--- src/rtl/clock_divider_ctrl_pkg.sv ---
// Shared types and constants for the run-time reconfigurable clock divider.
// Holds the controller state encoding and the divisor validity rule.
package clock_divider_ctrl_pkg;

    typedef enum logic [1:0] {
        ST_HOLD  = 2'd0,
        ST_RUN   = 2'd1,
        ST_DRAIN = 2'd2
    } t_div_state;

    localparam int c_div_min = 2;

    // A full-period divisor is usable only if it is even and at least c_div_min.
    function automatic logic div_is_valid(input logic [31:0] val);
        return (val >= 32'(c_div_min)) && (val[0] == 1'b0);
    endfunction

endpackage

--- src/rtl/clock_divider_ctrl_if.sv ---
// Divisor-change handshake and divided-clock outputs of the clock divider.
// The requester drives the i_* side, the divider drives the o_* side.
interface clock_divider_ctrl_if #(
    parameter int par_div_width = 16
);
    logic                     i_div_req;
    logic [par_div_width-1:0] i_div_val;
    logic                     o_div_busy;
    logic                     o_div_ack;
    logic                     o_div_err;
    logic                     o_clk_div;
    logic                     o_rst_div;
    logic                     o_ce_rise;
    logic                     o_ce_fall;

    modport master (
        output i_div_req,
        output i_div_val,
        input  o_div_busy,
        input  o_div_ack,
        input  o_div_err,
        input  o_clk_div,
        input  o_rst_div,
        input  o_ce_rise,
        input  o_ce_fall
    );

    modport slave (
        input  i_div_req,
        input  i_div_val,
        output o_div_busy,
        output o_div_ack,
        output o_div_err,
        output o_clk_div,
        output o_rst_div,
        output o_ce_rise,
        output o_ce_fall
    );

endinterface

--- src/rtl/clock_divider_ctrl_half_counter.sv ---
// Half-period counter holding the active half-period length.
// Counts 0..half-1; tc flags the last source cycle of the current level.
module div_half_counter #(
    parameter int par_cnt_width    = 15,
    parameter int par_half_default = 500
) (
    input  logic                     clk,
    input  logic                     srst,
    input  logic                     restart,
    input  logic                     load,
    input  logic [par_cnt_width-1:0] half_new,
    output logic                     tc
);

    localparam logic [par_cnt_width-1:0] c_half_default = par_cnt_width'(par_half_default);
    localparam logic [par_cnt_width-1:0] c_one          = par_cnt_width'(1);

    logic [par_cnt_width-1:0] count_reg;
    logic [par_cnt_width-1:0] half_reg;
    logic [par_cnt_width-1:0] count_next;

    always_comb begin
        count_next = count_reg + c_one;
        if (load || restart) begin
            count_next = '0;
        end
    end

    // Loading a new half-period also restarts the count so the new level
    // begins with a full-length phase.
    always_ff @(posedge clk) begin
        if (srst) begin
            count_reg <= '0;
            half_reg  <= c_half_default;
        end else begin
            count_reg <= count_next;
            if (load) begin
                half_reg <= half_new;
            end
        end
    end

    assign tc = (count_reg == (half_reg - c_one));

endmodule

--- src/rtl/clock_divider_ctrl.sv ---
// Even-ratio clock divider with glitch-free run-time divisor changes.
// Changes are applied only at a falling edge of the divided clock.
module clock_divider_ctrl
    import clock_divider_ctrl_pkg::*;
#(
    parameter int par_div_width     = 16,
    parameter int par_div_default   = 1000,
    parameter int par_rst_on_change = 1
) (
    input  logic                 i_clk_mhz,
    input  logic                 i_rst_mhz,
    clock_divider_ctrl_if.slave  bus
);

    localparam int   c_cnt_width     = par_div_width - 1;
    localparam logic c_rst_on_change = (par_rst_on_change != 0);

    t_div_state               state_reg;
    logic                     clk_div_reg;
    logic                     rst_div_reg;
    logic                     busy_reg;
    logic                     ack_reg;
    logic                     err_reg;
    logic                     ce_rise_reg;
    logic                     ce_fall_reg;
    logic [c_cnt_width-1:0]   pending_reg;

    logic                     tc;
    logic                     cnt_restart;
    logic                     change_edge;
    logic                     req_valid;

    assign req_valid   = div_is_valid(32'(bus.i_div_val));
    assign change_edge = (state_reg == ST_DRAIN) && tc && clk_div_reg;
    assign cnt_restart = (state_reg == ST_HOLD) || tc;

    div_half_counter #(
        .par_cnt_width    (c_cnt_width),
        .par_half_default (par_div_default / 2)
    ) u_half_counter (
        .clk      (i_clk_mhz),
        .srst     (i_rst_mhz),
        .restart  (cnt_restart),
        .load     (change_edge),
        .half_new (pending_reg),
        .tc       (tc)
    );

    always_ff @(posedge i_clk_mhz) begin
        if (i_rst_mhz) begin
            state_reg   <= ST_HOLD;
            clk_div_reg <= 1'b0;
            rst_div_reg <= 1'b1;
            busy_reg    <= 1'b0;
            ack_reg     <= 1'b0;
            err_reg     <= 1'b0;
            ce_rise_reg <= 1'b0;
            ce_fall_reg <= 1'b0;
            pending_reg <= '0;
        end else begin
            ack_reg     <= 1'b0;
            err_reg     <= 1'b0;
            ce_rise_reg <= 1'b0;
            ce_fall_reg <= 1'b0;
            case (state_reg)
                ST_HOLD: begin
                    state_reg   <= ST_RUN;
                    clk_div_reg <= 1'b1;
                    ce_rise_reg <= 1'b1;
                end
                ST_RUN: begin
                    if (tc) begin
                        clk_div_reg <= ~clk_div_reg;
                        ce_rise_reg <= ~clk_div_reg;
                        ce_fall_reg <= clk_div_reg;
                        if (clk_div_reg) begin
                            rst_div_reg <= 1'b0;
                        end
                    end
                    if (bus.i_div_req) begin
                        if (req_valid) begin
                            pending_reg <= bus.i_div_val[par_div_width-1:1];
                            busy_reg    <= 1'b1;
                            state_reg   <= ST_DRAIN;
                        end else begin
                            err_reg <= 1'b1;
                        end
                    end
                end
                ST_DRAIN: begin
                    // Requests are ignored here; the old rate keeps running
                    // until the next high-to-low transition.
                    if (tc) begin
                        clk_div_reg <= ~clk_div_reg;
                        ce_rise_reg <= ~clk_div_reg;
                        ce_fall_reg <= clk_div_reg;
                    end
                    if (change_edge) begin
                        rst_div_reg <= c_rst_on_change;
                        ack_reg     <= 1'b1;
                        busy_reg    <= 1'b0;
                        state_reg   <= ST_RUN;
                    end
                end
                default: begin
                    state_reg <= ST_HOLD;
                end
            endcase
        end
    end

    assign bus.o_div_busy = busy_reg;
    assign bus.o_div_ack  = ack_reg;
    assign bus.o_div_err  = err_reg;
    assign bus.o_clk_div  = clk_div_reg;
    assign bus.o_rst_div  = rst_div_reg;
    assign bus.o_ce_rise  = ce_rise_reg;
    assign bus.o_ce_fall  = ce_fall_reg;

endmodule

--- src/flat_wrapper.sv ---
// flat-port wrapper written by rule: the top's interface ports become plain ports
module clock_divider_ctrl_flat import clock_divider_ctrl_pkg::*;
#(
    parameter int par_div_width     = 16,
    parameter int par_div_default   = 1000,
    parameter int par_rst_on_change = 1
)
  (i_clk_mhz, i_rst_mhz, bus_i_div_req, bus_i_div_val, bus_o_div_busy, bus_o_div_ack, bus_o_div_err, bus_o_clk_div, bus_o_rst_div, bus_o_ce_rise, bus_o_ce_fall);
  clock_divider_ctrl_if #(.par_div_width(par_div_width)) bus_i ();
  input  logic i_clk_mhz;
  input  logic i_rst_mhz;
  input wire logic [$bits(bus_i.i_div_req)-1:0] bus_i_div_req;
  input wire logic [$bits(bus_i.i_div_val)-1:0] bus_i_div_val;
  output wire logic [$bits(bus_i.o_div_busy)-1:0] bus_o_div_busy;
  output wire logic [$bits(bus_i.o_div_ack)-1:0] bus_o_div_ack;
  output wire logic [$bits(bus_i.o_div_err)-1:0] bus_o_div_err;
  output wire logic [$bits(bus_i.o_clk_div)-1:0] bus_o_clk_div;
  output wire logic [$bits(bus_i.o_rst_div)-1:0] bus_o_rst_div;
  output wire logic [$bits(bus_i.o_ce_rise)-1:0] bus_o_ce_rise;
  output wire logic [$bits(bus_i.o_ce_fall)-1:0] bus_o_ce_fall;
  assign bus_i.i_div_req = bus_i_div_req;
  assign bus_i.i_div_val = bus_i_div_val;
  assign bus_o_div_busy = bus_i.o_div_busy;
  assign bus_o_div_ack = bus_i.o_div_ack;
  assign bus_o_div_err = bus_i.o_div_err;
  assign bus_o_clk_div = bus_i.o_clk_div;
  assign bus_o_rst_div = bus_i.o_rst_div;
  assign bus_o_ce_rise = bus_i.o_ce_rise;
  assign bus_o_ce_fall = bus_i.o_ce_fall;
  clock_divider_ctrl #(.par_div_width(par_div_width), .par_div_default(par_div_default), .par_rst_on_change(par_rst_on_change)) u_core (.i_clk_mhz(i_clk_mhz), .i_rst_mhz(i_rst_mhz), .bus(bus_i));
endmodule
--- config.mk ---
export PLATFORM = sky130hd
export DESIGN_NAME = clock_divider_ctrl_flat
export DESIGN_NICKNAME = d
export VERILOG_FILES = /design/src/rtl/clock_divider_ctrl_pkg.sv /design/src/rtl/clock_divider_ctrl_if.sv /design/src/rtl/clock_divider_ctrl_half_counter.sv /design/src/rtl/clock_divider_ctrl.sv /design/src/flat_wrapper.sv
export SDC_FILE = /design/constraint.sdc
export NUM_CORES = 1
export LEC_CHECK = 0
export ABC_AREA = 1
export CAP_MARGIN = 20
export CORE_MARGIN = 3
export CORE_UTILIZATION = 35
export CTS_CLUSTER_SIZE = 24
export DETAILED_ROUTE_END_ITERATION = 10
export GPL_ROUTABILITY_DRIVEN = 0
export MAX_ROUTING_LAYER = met4
export PLACE_DENSITY_LB_ADDON = 0.1
export SKIP_CTS_REPAIR_TIMING = 1
export SLEW_MARGIN = 25
export SYNTH_ARGS = -nofsm -noshare
export SYNTH_HDL_FRONTEND = slang
export SYNTH_HIERARCHICAL = 1
export SYNTH_SLANG_ARGS = --single-unit
--- constraint.sdc ---
create_clock -name i_clk_mhz -period 5.2 [get_ports i_clk_mhz]
set_input_delay 1.04 -clock i_clk_mhz [delete_from_list [all_inputs] [get_ports i_clk_mhz]]
set_output_delay 1.04 -clock i_clk_mhz [all_outputs]
set_load 0.05 [all_outputs]
==> results.md, run 1 <==
- The flow ran to the end, and the final reports show no timing, DRC or antenna violations.
- The number of different library cells used by synthesis comes to 33.
- The count of boundary I/O pins is 26.
- The fraction of final layout cells sized beyond drive strength 1 is 8.51%.
- Summed over all nets, wire length on met3 after detailed routing comes to ~190 um.
- The commonest non-fill, non-tap cell in the layout is sky130_fd_sc_hd__nand2_1.
- The first TritonRoute pass finished after 5 iterations.
- At the pin with the least slew margin, the transition time is 0.605 ns.
- Together, buffers and inverters on the worst path number 3.
- Among all flip-flop cells after synthesis, the most frequent one is sky130_fd_sc_hd__dfxtp_1.
- The number of synthesized flops with an enable pin is 0.
- The minimum period implied by the final worst setup slack is around 2.8 ns.
- The synthesized flop and latch total is 54.
- The clock transition at the register clock pins on the worst setup and hold paths after CTS is 0.11 ns.
- The largest single stage delay on the critical path is 0.34 ns.
- The count of nets after finishing is 494.
- Measured along the x axis, the die boundary spans 97.3 um.
- IR analysis of the VDD net gives a maximum drop of 0.000100 V.
- The die covers 0.00948 mm^2.
- The clock net in this run drives a total of 54 sinks.
- Measured against its own limit, the worst slew margin works out to 59.6%.
- The total wirelength of the detailed-routed design is 6.29 mm.
- The count of final hold-check violations came to 0.
- STA classifies the critical path endpoint as a flop.
- The number of DRC markers after the initial detailed-route iteration is 80.
- After detailed routing, the wire length on met1 is 3.39 mm.
- The xor/xnor share of the synthesized area is 2.70%.
- For this run, asynchronously set or reset flops after synthesis account for 0%.
- After floorplanning, the core was divided into 32 placement rows.
- Of all nets on the critical path, the largest fanout is 20.
- The filler cells instantiated in the layout total 855.
- The routed length per instance is 11.0 um.
- After technology mapping, the gate count stands at roughly 440.
- The number of clock buffers added by TritonCTS is 5.
- The number of antenna violations at the first check in global routing is 0.
- At the worst endpoint, the arrival time is 3.00 ns.
- The fmax is 357 MHz.
- Summed over all cells, the static leakage comes to 0.00149 uW.
- The CTS tree is done.
- The accumulated negative setup slack is 0 ns.
- Max-cap violations in this run came to 0.
- The HPWL after detailed placement is 4.82 mm.
- For this run, the number of Yosys warnings is 6.
- The cell at the root of the clock tree is sky130_fd_sc_hd__clkbuf_8.
- The setup path with the least slack is of type reg -> reg.
- After detailed routing, the number of remaining DRC violations is 0.
- Counting every net in the synthesized netlist gives about 470.
- The initial cell density of the core is 36.8%.
- The setup clock skew after layout is 0.0123 ns.
- The kind of cell with the highest combined delay along the critical path is simple AND/OR/NAND/NOR gates.
- Of the total synthesized cell area, the portion taken by full adders, half adders and majority gates is 2.57%.
- The number of pins exceeding their max-slew limit in the final report is 0.
- The number of global-route vias before repair is between 2000 and 2500.
- After synthesis, the largest family of logic cells by area is simple AND/OR/NAND/NOR gates.
- The height of the die is 97.3 um.
- The power consumption is 854 uW.
- In this run the power density over the cells is 254 mW/mm^2.
- Once detail routing completed, the nets flagged for antenna violations numbered 0.
- The worst setup path is launched from a flop.
- STA puts the critical path data required time at 5.40 ns.
- Leaving out fill and tap cells, the most frequent cells in the layout are sky130_fd_sc_hd__nand2_1 (107), sky130_fd_sc_hd__nor2_1 (86), sky130_fd_sc_hd__inv_1 (54), sky130_fd_sc_hd__dfxtp_1 (54), sky130_fd_sc_hd__clkdlybuf4s50_1 (25).
- For this design, the slowest cell found on the critical path is sky130_fd_sc_hd__dfxtp_1.
- The average footprint of a synthesized cell is 6.58 um^2.
- The clock passes through at most 2 buffers.
- The area growth from synthesis to layout is 15.3%.
- Sequential elements use 37.0% of the synthesized area.
- The path type of the worst min-delay path is reg -> reg.
- Summing the areas of all compound-gate instances in the mapped netlist gives 9.34% of the synthesized area.
- After synthesis the cells add up to 0.00292 mm^2.
- On the final layout, the worst hold slack is 0.482 ns.
- The H-tree depth is 2.
- The final critical-path share of the clock period is 53.8%.
- The highest routed metal layer is met4.
- Prior to clock tree synthesis, the placed netlist has a worst setup slack of 2.25 ns.
- In the routed layout, each cell is associated on average with a via count of 4.45.
- After routing the design area is approximately 0.0034 mm^2.
- The clock insertion delay at the later pin of the skew report is 0.32 ns.
- The routed design uses 2.67 mm of met2 wire.
- Setup violations remaining at the end of the flow were counted as 0.
- Setup repair after global routing left no endpoint under its margin.
- The total overflow left after global routing is 0.
- The final setup slack of the worst path is 2.40 ns.
- The repair_antennas step left the layout with diodes totalling 0.
- The port buffer count is 25.
- Summing all placed instances gives a cell area of around 0.0033 mm^2.
- Of the total synthesized cell area, the portion taken by AND, OR, NAND and NOR gates is between 30% and 40%.
- The total number of vias is 2543.
- The critical path goes through inv_2 > ha_1 > nand2_1 > nor2_1 > nand3_1 > nand3_1 > nand3_1 > nor2_1 > nand3_1 > nor2_1 > nand2_1 > nor2_1 > buf_4 > inv_1 > o21ai_0 > a21oi_1.
- The overall global routing resource usage is between 10% and 20%.
- After synthesis, the share of cell area in mux cells is 0%.
- Entering global routing, the biggest net connects 31 pins.
- The floorplan step defined a core boundary enclosing 0.00793 mm^2.
- The first global-routing pass estimated around 11 mm of wire.
[routing by layer]
metal,track usage (%),vias to the layer above
met5,-,-
met3,2.51,6
met4,3.62,0
li1,-,1429
met1,18.6,1072
met2,21.1,36
[path summary, 6_finish.rpt]
| kind | startpoint | endpoint | slack (ns) | cells past startpoint |
|---|---|---|---|---|
| worst max-delay path | u_core/u_half_counter/half_reg[0]$_SDFFE_PP0P_ | u_core/u_half_counter/half_reg[0]$_SDFFE_PP0P_ | 2.40 | 16 |
| worst min register to register | u_core/u_half_counter/count_reg[0]$_SDFF_PP0_ | u_core/u_half_counter/count_reg[0]$_SDFF_PP0_ | 0.48 | 1 |
| worst max register to register | u_core/u_half_counter/half_reg[0]$_SDFFE_PP0P_ | u_core/u_half_counter/half_reg[0]$_SDFFE_PP0P_ | 2.40 | 16 |
| worst min-delay path | u_core/u_half_counter/count_reg[0]$_SDFF_PP0_ | u_core/u_half_counter/count_reg[0]$_SDFF_PP0_ | 0.48 | 1 |
[metrics by stage]
step / cells / util [%]
2_1_floorplan: 444 / -
3_3_place_gp: 564 / 41.0
3_5_place_dp: 564 / 41.0
4_1_cts: 572 / 42.5
5_1_grt: 572 / 42.5
6_report: 572 / 42.5
[cell type report]
type                            count  area [um^2]  area share [%]
Sequential cell                    54         1080            32.1
Tap cell                          102          128            3.79
Clock inverter                      3         47.5            1.41
Inverter                           62          233            6.91
Multi-Input combinational cell    320         1550            46.1
Clock buffer                        5         68.8            2.04
Timing Repair Buffer               26          258            7.66
[cells by family after synthesis]
logic type	count (synthesis)
fa+ha+maj	6
xor+xnor	9
simple gates	253
compound gates	52
flops	54
buf+inv	70
[power breakdown]
| part | total, uW | internal [uW] | switching, uW |
|---|---|---|---|
| registers | 440 | 429 | 10.5 |
| logic | 113 | 44.5 | 68.6 |
| clock network | 301 | 147 | 154 |
| total | 854 | 621 | 233 |
[synth_stat cells, types with 4 or more instances]
library cell              count  area, um^2
sky130_fd_sc_hd__inv_2        6        22.5
sky130_fd_sc_hd__a21oi_1     23         115
sky130_fd_sc_hd__xor2_1       4        35.0
sky130_fd_sc_hd__inv_1       54         203
sky130_fd_sc_hd__xnor2_1      5        43.8
sky130_fd_sc_hd__nand2_2      9        56.3
sky130_fd_sc_hd__nor2_2       5        31.3
sky130_fd_sc_hd__nand2_1    107         402
sky130_fd_sc_hd__o21ai_0     21         105
sky130_fd_sc_hd__nand3_1     23         115
sky130_fd_sc_hd__nor3_1       6        30.0
sky130_fd_sc_hd__dfxtp_1     54        1080
sky130_fd_sc_hd__ha_1         6        75.1
sky130_fd_sc_hd__nor2_1      86         323
Power figures use the tool's default switching activity.
==> run 2: changes to the inputs <==
Clock period 5.2 ns to 2.8 ns, I/O delays scaled along.
==> results.md, run 2 (same netlist as run 1, synthesis figures left out) <==
- The run finished with clean final reports.
- The port buffer count is 25 (unchanged).
- The final-report setup violation count was 0 (unchanged).
- The wire length of the first global-routing pass was 11.2 mm (+6.2%).
- The final core utilization came to 42.7% (+0.24 points).
- The highest net fanout along the worst path is 9 (-55%).
- The CTS tree is done.
- The max-cap check violation count is 0 (unchanged).
- The overall global routing resource usage came to 14.5% (+0.75 points).
- The worst path arrival time is 2.65 ns (-0.35 ns).
- The actual transition at the worst max-transition pin is 0.552 ns (-0.0525 ns).
- The count of nets after finishing is 497 (+0.61%).
- The power density normalized to cell area was 445 mW/mm^2 (+76%).
- The number of antenna violations at the first check in global routing came to 0 (unchanged).
- The worst slew slack as a fraction of its limit is 63.0% (+3.4 points).
- The required time reported for the critical path endpoint was 3.01 ns (-2.39 ns).
- The H-tree depth is 2 (unchanged).
- The overflow left after global routing is 0 (unchanged).
- The number of DRC markers after the initial detailed-route iteration is 81 (+1.3%).
- The worst stage delay on the critical path is 0.34 ns (about the same).
- The detailed-route vias per instance came to 4.53 (+1.9%).
- The number of pins exceeding their max-slew limit in the final report was 0 (unchanged).
- The area of the die is 0.00948 mm^2 (unchanged).
- The clock transition at the register clock pins on the worst setup and hold paths after CTS is 0.10 ns (about the same).
- In this run the clock root is driven by a sky130_fd_sc_hd__clkbuf_8.
- The count of final hold-check violations was 0 (unchanged).
- The fmax is 410 MHz (+15%).
- The worst hold slack came to 0.494 ns (+0.0127 ns).
- The remaining routing DRC violations is 0 (unchanged).
- The count of boundary I/O pins is 26 (unchanged).
- The fraction of final layout cells sized beyond drive strength 1 came to 9.94% (+1.4 points).
- The number of rows created at floorplan is 32 (unchanged).
- The accumulated negative setup slack was 0 ns (unchanged).
- The leakage power figure is 0.00150 uW (+0.48%).
- The maximum buffer depth of the clock tree is 2 (unchanged).
- The number of global-route vias before repair is 2421 (+4.0%).
- STA classifies the critical path startpoint as a flop.
- The sum of buffers and inverters on the critical path is 3 (unchanged).
- The setup clock skew after layout is 0.00751 ns (-0.00482 ns).
- The die span in x is 97.3 um (unchanged).
- The minimum period implied by the final worst setup slack is 2.44 ns (-0.358 ns).
- The layout overhead on the synthesized area is 15.9%.
- The routed length per instance came to 11.2 um (+2.1%).
- The worst reg-to-reg setup slack is 0.36 ns (-2.04 ns).
- The height of the die is 97.3 um (unchanged).
- The tightest min-delay check is of the reg -> reg type.
- The slowest cell on the critical path is sky130_fd_sc_hd__dfxtp_1.
- The clock insertion delay at the later pin of the skew report was 0.31 ns (about the same).
- Leaving out fill and tap cells, the most frequent cells in the layout are sky130_fd_sc_hd__nand2_1 (107), sky130_fd_sc_hd__nor2_1 (83), sky130_fd_sc_hd__dfxtp_1 (54).
- The total number of clock tree sinks is 54 (unchanged).
- The final critical-path share of the clock period came to 87.1% (+33 points).
- The number of detailed-route iterations in the first pass is 4 (-1).
- The final antenna-violating net count came to 0 (unchanged).
- The total wirelength of the detailed-routed design is 6.46 mm (+2.7%).
- The number of CTS-inserted buffers came to 5 (unchanged).
- The core area came to 0.00793 mm^2 (unchanged).
- Among cell families on the critical path, the largest total delay comes from simple AND/OR/NAND/NOR gates.
- The worst setup path is captured at a flop.
- The critical path goes through inv_2 > ha_1 > nand3_2 > nor2_4 > nand2_2 > nand3_1 > nand2_1 > nor2_1 > nand3_1 > nor2_4 > nand2_1 > nor2_2 > buf_4 > nor3_4 > inv_2 > a21oi_1 > o21a_1.
- The commonest non-fill, non-tap cell in the layout is sky130_fd_sc_hd__nand2_1.
- The critical setup path kind is reg -> reg.
- The worst vdd rail ir drop is 0.000180 V (+79%).
- The pin count of the biggest net entering global routing was 31 (unchanged).
- The number of diodes is 0 (unchanged).
- The total of fill cells in the finished design is 860 (+0.58%).
- The detailed placement HPWL is 4.96 mm (+3.0%).
- The total number of vias came to 2605 (+2.4%).
- The initial cell density of the core is 36.8% (unchanged).
- Setup repair after global routing left no endpoint under its margin.
## run 2: cell type report
class | count | area (um^2) | area share [%]
Inverter | 62 | 233 | 6.87
Tap cell | 102 | 128 | 3.77
Clock buffer | 6 | 82.6 | 2.44
Sequential cell | 54 | 1080 | 31.9
Clock inverter | 2 | 17.5 | 0.517
Multi-Input combinational cell | 320 | 1560 | 46.2
Timing Repair Buffer | 29 | 280 | 8.28
## run 2: path summary, 6_finish.rpt
check                                                                     from                                               to  depth (start not counted)
worst max register to register  u_core/u_half_counter/half_reg[0]$_SDFFE_PP0P_    u_core/u_half_counter/count_reg[5]$_SDFF_PP0_                         17
worst min-delay path                       u_core/pending_reg[13]$_SDFFE_PP0P_  u_core/u_half_counter/half_reg[13]$_SDFFE_PP0P_                          2
worst max-delay path            u_core/u_half_counter/half_reg[0]$_SDFFE_PP0P_    u_core/u_half_counter/count_reg[5]$_SDFF_PP0_                         17
worst min register to register             u_core/pending_reg[13]$_SDFFE_PP0P_  u_core/u_half_counter/half_reg[13]$_SDFFE_PP0P_                          2
## run 2: power by group
part	switching [uW]	internal (uW)	total, uW
Sequential	20.7	797	818
Combinational	128	86.0	214
Clock	272	204	477
Total	421	1090	1510
## run 2: tightest hold or removal path: cells and delay by family, from the launching register on
family | cells | cell delay, ns
flops | 1 | 0.34
simple gates | 2 | 0.13
## run 2: stage by stage
| stage | power (uW) | setup slack [ns] | std cells | area [um^2] |
|---|---|---|---|---|
| after floorplan | 978 | 0.380 | 444 | 2920 |
| after global placement | 1050 | 0.279 | 567 | 3270 |
| after detailed placement | 1050 | 0.173 | 567 | 3270 |
| after CTS | 1540 | 0.155 | 575 | 3370 |
| after global routing | 1600 | 0.00844 | 575 | 3390 |
| final | 1510 | 0.360 | 575 | 3390 |
## run 2: metal layers
layer	track usage, %	vias up	share of wire [%]
met4	3.51	0	1.1
li1	-	1434	-
met3	2.58	9	2.8
met2	21.8	38	42
met5	-	-	0
met1	20.2	1124	54
==> run 3: changes to the inputs <==
Settings changed: ABC_CLOCK_PERIOD_IN_PS set to 2800, SYNTH_HIERARCHICAL 1 to unset.
==> results.md, run 3 <==
- After synthesis, the cell types taking the most area are sky130_fd_sc_hd__dfxtp_1 (38%), sky130_fd_sc_hd__nand2_1 (12%), sky130_fd_sc_hd__nor2_1 (8.9%), sky130_fd_sc_hd__inv_1 (5.5%), sky130_fd_sc_hd__nand3_1 (4.3%).
- The final antenna-violating net count is 0 (unchanged).
- The power density normalized to cell area came to 465 mW/mm^2 (+4.3%).
- The count of final hold-check violations is 0 (unchanged).
- The final setup slack of the worst path is 0.379 ns (+0.0196 ns).
- The kind of cell with the highest combined delay along the critical path is simple AND/OR/NAND/NOR gates.
- The overflow left after global routing is 0 (unchanged).
- The net switching power of the design was 396 uW (-5.9%).
- The layout overhead on the synthesized area is 16.9%.
- The area fraction in compound gates after synthesis is 8.34% (-1.0 points).
- The fraction of final layout cells sized beyond drive strength 1 is 11.2% (+1.3 points).
- The number of global-route vias before repair is 2193 (-9.4%).
- The wire length of the first global-routing pass was 10.2 mm (-9.0%).
- The actual transition at the worst max-transition pin was 0.500 ns (-0.0522 ns).
- The worst register-to-register path begins at u_core.u_half_counter.half_reg[1]$_SDFFE_PP0P_.
- The total wirelength of the detailed-routed design is 5.86 mm (-9.4%).
- The signal on the critical path passes through inv_1 > ha_1 > nand2_1 > nor2_1 > o21ai_1 > nand2_1 > nand2_1 > nor2_1 > nand3_1 > nor2_4 > nand2_2 > nor2_4 > nand2_4 > nor2_8 > nand2_1 > o21ai_0.
- The synthesized net count is 424 (-9.6%).
- Among all flip-flop cells after synthesis, the most frequent one is sky130_fd_sc_hd__dfxtp_1.
- The fraction of power consumed by sequential logic is 53.1% (-1.1 points).
- The startpoint identified for the worst hold timing path is u_core.u_half_counter.half_reg[14]$_SDFFE_PP0P_.
- The number of pins exceeding their max-slew limit in the final report is 0 (unchanged).
- The cell depth of the worst flop-to-flop path was 16 (-1).
- The share of synthesized registers carrying an async set or reset is 0% (unchanged).
- For hold timing, the worst endpoint is u_core.u_half_counter.half_reg[14]$_SDFFE_PP0P_.
- The start point of the critical path is u_core.u_half_counter.half_reg[1]$_SDFFE_PP0P_.
- The average footprint of a synthesized cell is 7.07 um^2 (+7.5%).
- The setup clock skew after layout is 0.0109 ns (+0.00339 ns).
- The max-cap check violation count is 0 (unchanged).
- The area of the die is 0.00917 mm^2 (-3.2%).
- The clock insertion delay at the later pin of the skew report is 0.32 ns (about the same).
- The fraction of power consumed by combinational cells was 11.3% (-2.9 points).
- The port buffer count is 25 (unchanged).
- The sum of buffers and inverters on the critical path is 1 (-2).
- The total number of vias is 2409 (-7.5%).
- The run finished with clean final reports.
- The commonest cells after synthesis are sky130_fd_sc_hd__nand2_1 (88), sky130_fd_sc_hd__nor2_1 (67), sky130_fd_sc_hd__dfxtp_1 (54).
- The die span in x is 95.8 um (-1.6%).
- The xor/xnor share of the synthesized area is 4.97% (+2.3 points).
- The synthesized design spends more area on one cell type than any other, namely sky130_fd_sc_hd__dfxtp_1.
- The synthesized flop and latch total came to 54 (unchanged).
- The part of the power in the clock network is 35.7% (+4.1 points).
- TritonCTS built the clock tree.
- Setup repair after global routing left no endpoint under its margin.
- The height of the die came to 95.8 um (-1.6%).
- The number of DRC markers after the initial detailed-route iteration is 77 (-4.9%).
- The pin count of the biggest net entering global routing is 20 (-35%).
- The leakage power figure is 0.00140 uW (-6.4%).
- sky130_fd_sc_hd__nand2_1 is the most common cell in the netlist.
- The initial cell density of the core is 36.3% (-0.53 points).
- The clock transition at the register clock pins on the worst setup and hold paths after CTS is 0.11 ns (about the same).
- The overall global routing resource usage came to 14.6% (+0.096 points).
- The min-delay analysis places its worst path in the category reg -> reg.
- The internal cell power is 1140 uW (+4.4%).
- The kind of end point of the critical path is a flop.
- The accumulated negative setup slack came to 0 ns (unchanged).
- The worst stage delay on the critical path is 0.33 ns (about the same).
- The number of rows created at floorplan is 32 (unchanged).
- The number of warning messages in the yosys log came to 0 (-6).
- The detailed placement HPWL came to 4.63 mm (-6.6%).
- The total number of clock tree sinks is 54 (unchanged).
- The multiplexer share of the synthesized area came to 0% (unchanged).
- The share of total power consumed by net switching was 25.9% (-2.0 points).
- The minimum period implied by the final worst setup slack is 2.42 ns (-0.0196 ns).
- The routed length per instance is 11.0 um (-1.9%).
- STA classifies the critical path startpoint as a flop.
- The number of distinct library cell variants in the gate-level netlist after synthesis is 37 (+12%).
- The highest net fanout along the worst path is 11 (+2).
- The fraction of synthesized cell area taken by the top area cell type is 38.3% (+1.3 points).
- The core area is 0.00777 mm^2 (-2.0%).
- The endpoint identified for the worst register-to-register timing path is u_core.u_half_counter.half_reg[10]$_SDFFE_PP0P_.
- The cell at the root of the clock tree is sky130_fd_sc_hd__clkbuf_8.
- The maximum buffer depth of the clock tree is 2 (unchanged).
- The worst setup slack after placement was 0.309 ns (+0.136 ns).
- The final-report setup violation count is 0 (unchanged).
- The number of synthesized flops with an enable pin is 0 (unchanged).
- The worst setup path is of the reg -> reg kind.
- The worst vdd rail ir drop is 0.000158 V (-12%).
- The required time reported for the critical path endpoint is 3.05 ns (+0.04 ns).
- The number of diodes is 0 (unchanged).
- The number of detailed-route iterations in the first pass is 4 (unchanged).
- The worst slew slack as a fraction of its limit is 66.6% (+3.6 points).
- The number of CTS-inserted buffers was 5 (unchanged).
- The number of antenna violations at the first check in global routing was 0 (unchanged).
- The top cell types in the final layout, fill and taps aside, are sky130_fd_sc_hd__nand2_1 (88), sky130_fd_sc_hd__nor2_1 (67), sky130_fd_sc_hd__dfxtp_1 (54).
- The worst reg-to-reg setup slack is 0.38 ns (+0.02 ns).
- The count of nets after finishing is 453 (-8.9%).
- The final critical-path share of the clock period is 86.4% (-0.70 points).
- Leaving out fill and tap cells, the most frequent cell in the layout is sky130_fd_sc_hd__nand2_1.
- The detailed-route vias per instance is 4.54 (+0.14%).
- The count of boundary I/O pins is 26 (unchanged).
- The combinational family with the most area after synthesis is simple AND/OR/NAND/NOR gates.
- The most common cell type on the critical path is sky130_fd_sc_hd__nand2_1.
- The area fraction in and, or, nand and nor cells after synthesis is 37.9% (-0.63 points).
- The worst hold path depth is 2 (unchanged).
- The largest individual stage delay along the critical path comes from the cell sky130_fd_sc_hd__dfxtp_1.
- The gate count after technology mapping was 399 (-10%).
- The sequential fraction of the synthesis area is 38.3% (+1.3 points).
- The remaining routing DRC violations came to 0 (unchanged).
- The synthesized cell area came to 0.00282 mm^2 (-3.4%).
- The fmax was 413 MHz (+0.81%).
- The H-tree depth is 2 (unchanged).
- The worst path arrival time is 2.67 ns (+0.02 ns).
- The adder and majority cell fraction of the synthesized area is 2.66% (+0.091 points).
-- run 3: cell count changes after synthesis, moves of 4 or more --
| cell | change |
|---|---|
| sky130_fd_sc_hd__nor3b_1 | +5 |
| sky130_fd_sc_hd__xor2_1 | +4 |
| sky130_fd_sc_hd__o21ai_2 | +4 |
| sky130_fd_sc_hd__nor2_1 | -19 |
| sky130_fd_sc_hd__inv_1 | -13 |
| sky130_fd_sc_hd__nand2_1 | -19 |
| sky130_fd_sc_hd__nand2_2 | +5 |
| sky130_fd_sc_hd__a21oi_1 | -9 |
-- run 3: cells by family (layout without fill, tap and decap cells) --
group | after synthesis | in the layout
simple gates | 228 | 228
flops | 54 | 54
buf+inv | 53 | 83
compound gates | 42 | 42
xor+xnor | 16 | 16
fa+ha+maj | 6 | 6
-- run 3: power groups by stage --
stage	clock [uW]	sequential (uW)	combinational, uW
after floorplan	0	849	85.3
after global placement	0	830	175
after detailed placement	0	831	174
after CTS	576	813	175
after global routing	606	818	194
final	546	813	173
-- run 3: layer usage --
| layer | GRT usage [%] | vias up | wire [um] |
|---|---|---|---|
| li1 | - | 1311 | - |
| met3 | 2.81 | 5 | 187 |
| met1 | 18.6 | 1055 | 3010 |
| met4 | 4.62 | 0 | 87 |
| met2 | 23.3 | 38 | 2570 |
| met5 | - | - | 0 |
-- run 3: tightest hold or removal path: cells and delay by family (launching register included) --
| kind | cells | cell delay, ns |
|---|---|---|
| DFF | 1 | 0.33 |
| and+or+nand+nor | 2 | 0.10 |
-- run 3: per-stage QoR --
stage	utilization, %	hold slack [ns]	cell area (um^2)	std cells	total power (uW)
3_3_place_gp	40.9	0.448	3180	523	1000
3_5_place_dp	40.9	0.451	3180	523	1000
5_1_grt	42.4	0.490	3300	531	1620
4_1_cts	42.4	0.466	3300	531	1560
6_report	42.4	0.466	3300	531	1530
2_1_floorplan	-	0.423	2820	399	934
-- run 3: how the worst max path moves through the flow --
stage / to / depth (start not counted)
after global placement: u_core.u_half_counter.half_reg[10]$_SDFFE_PP0P_ / 16
after CTS: u_core.u_half_counter.half_reg[10]$_SDFFE_PP0P_ / 16
final: u_core.u_half_counter.half_reg[10]$_SDFFE_PP0P_ / 16
after detailed placement: u_core.u_half_counter.half_reg[10]$_SDFFE_PP0P_ / 16
after global routing: u_core.u_half_counter.half_reg[10]$_SDFFE_PP0P_ / 16
after floorplan: u_core.u_half_counter.half_reg[8]$_SDFFE_PP1P_ / 16
-- run 3: final cells by class --
| cell class | instances | area (um^2) |
|---|---|---|
| well taps | 102 | 128 |
| inverters | 47 | 180 |
| clock inverters | 3 | 47.5 |
| clock buffers | 5 | 68.8 |
| repair buffers | 28 | 273 |
| fillers | 856 | 4470 |
| flip-flops and latches | 54 | 1080 |
| multi-input cells | 292 | 1520 |
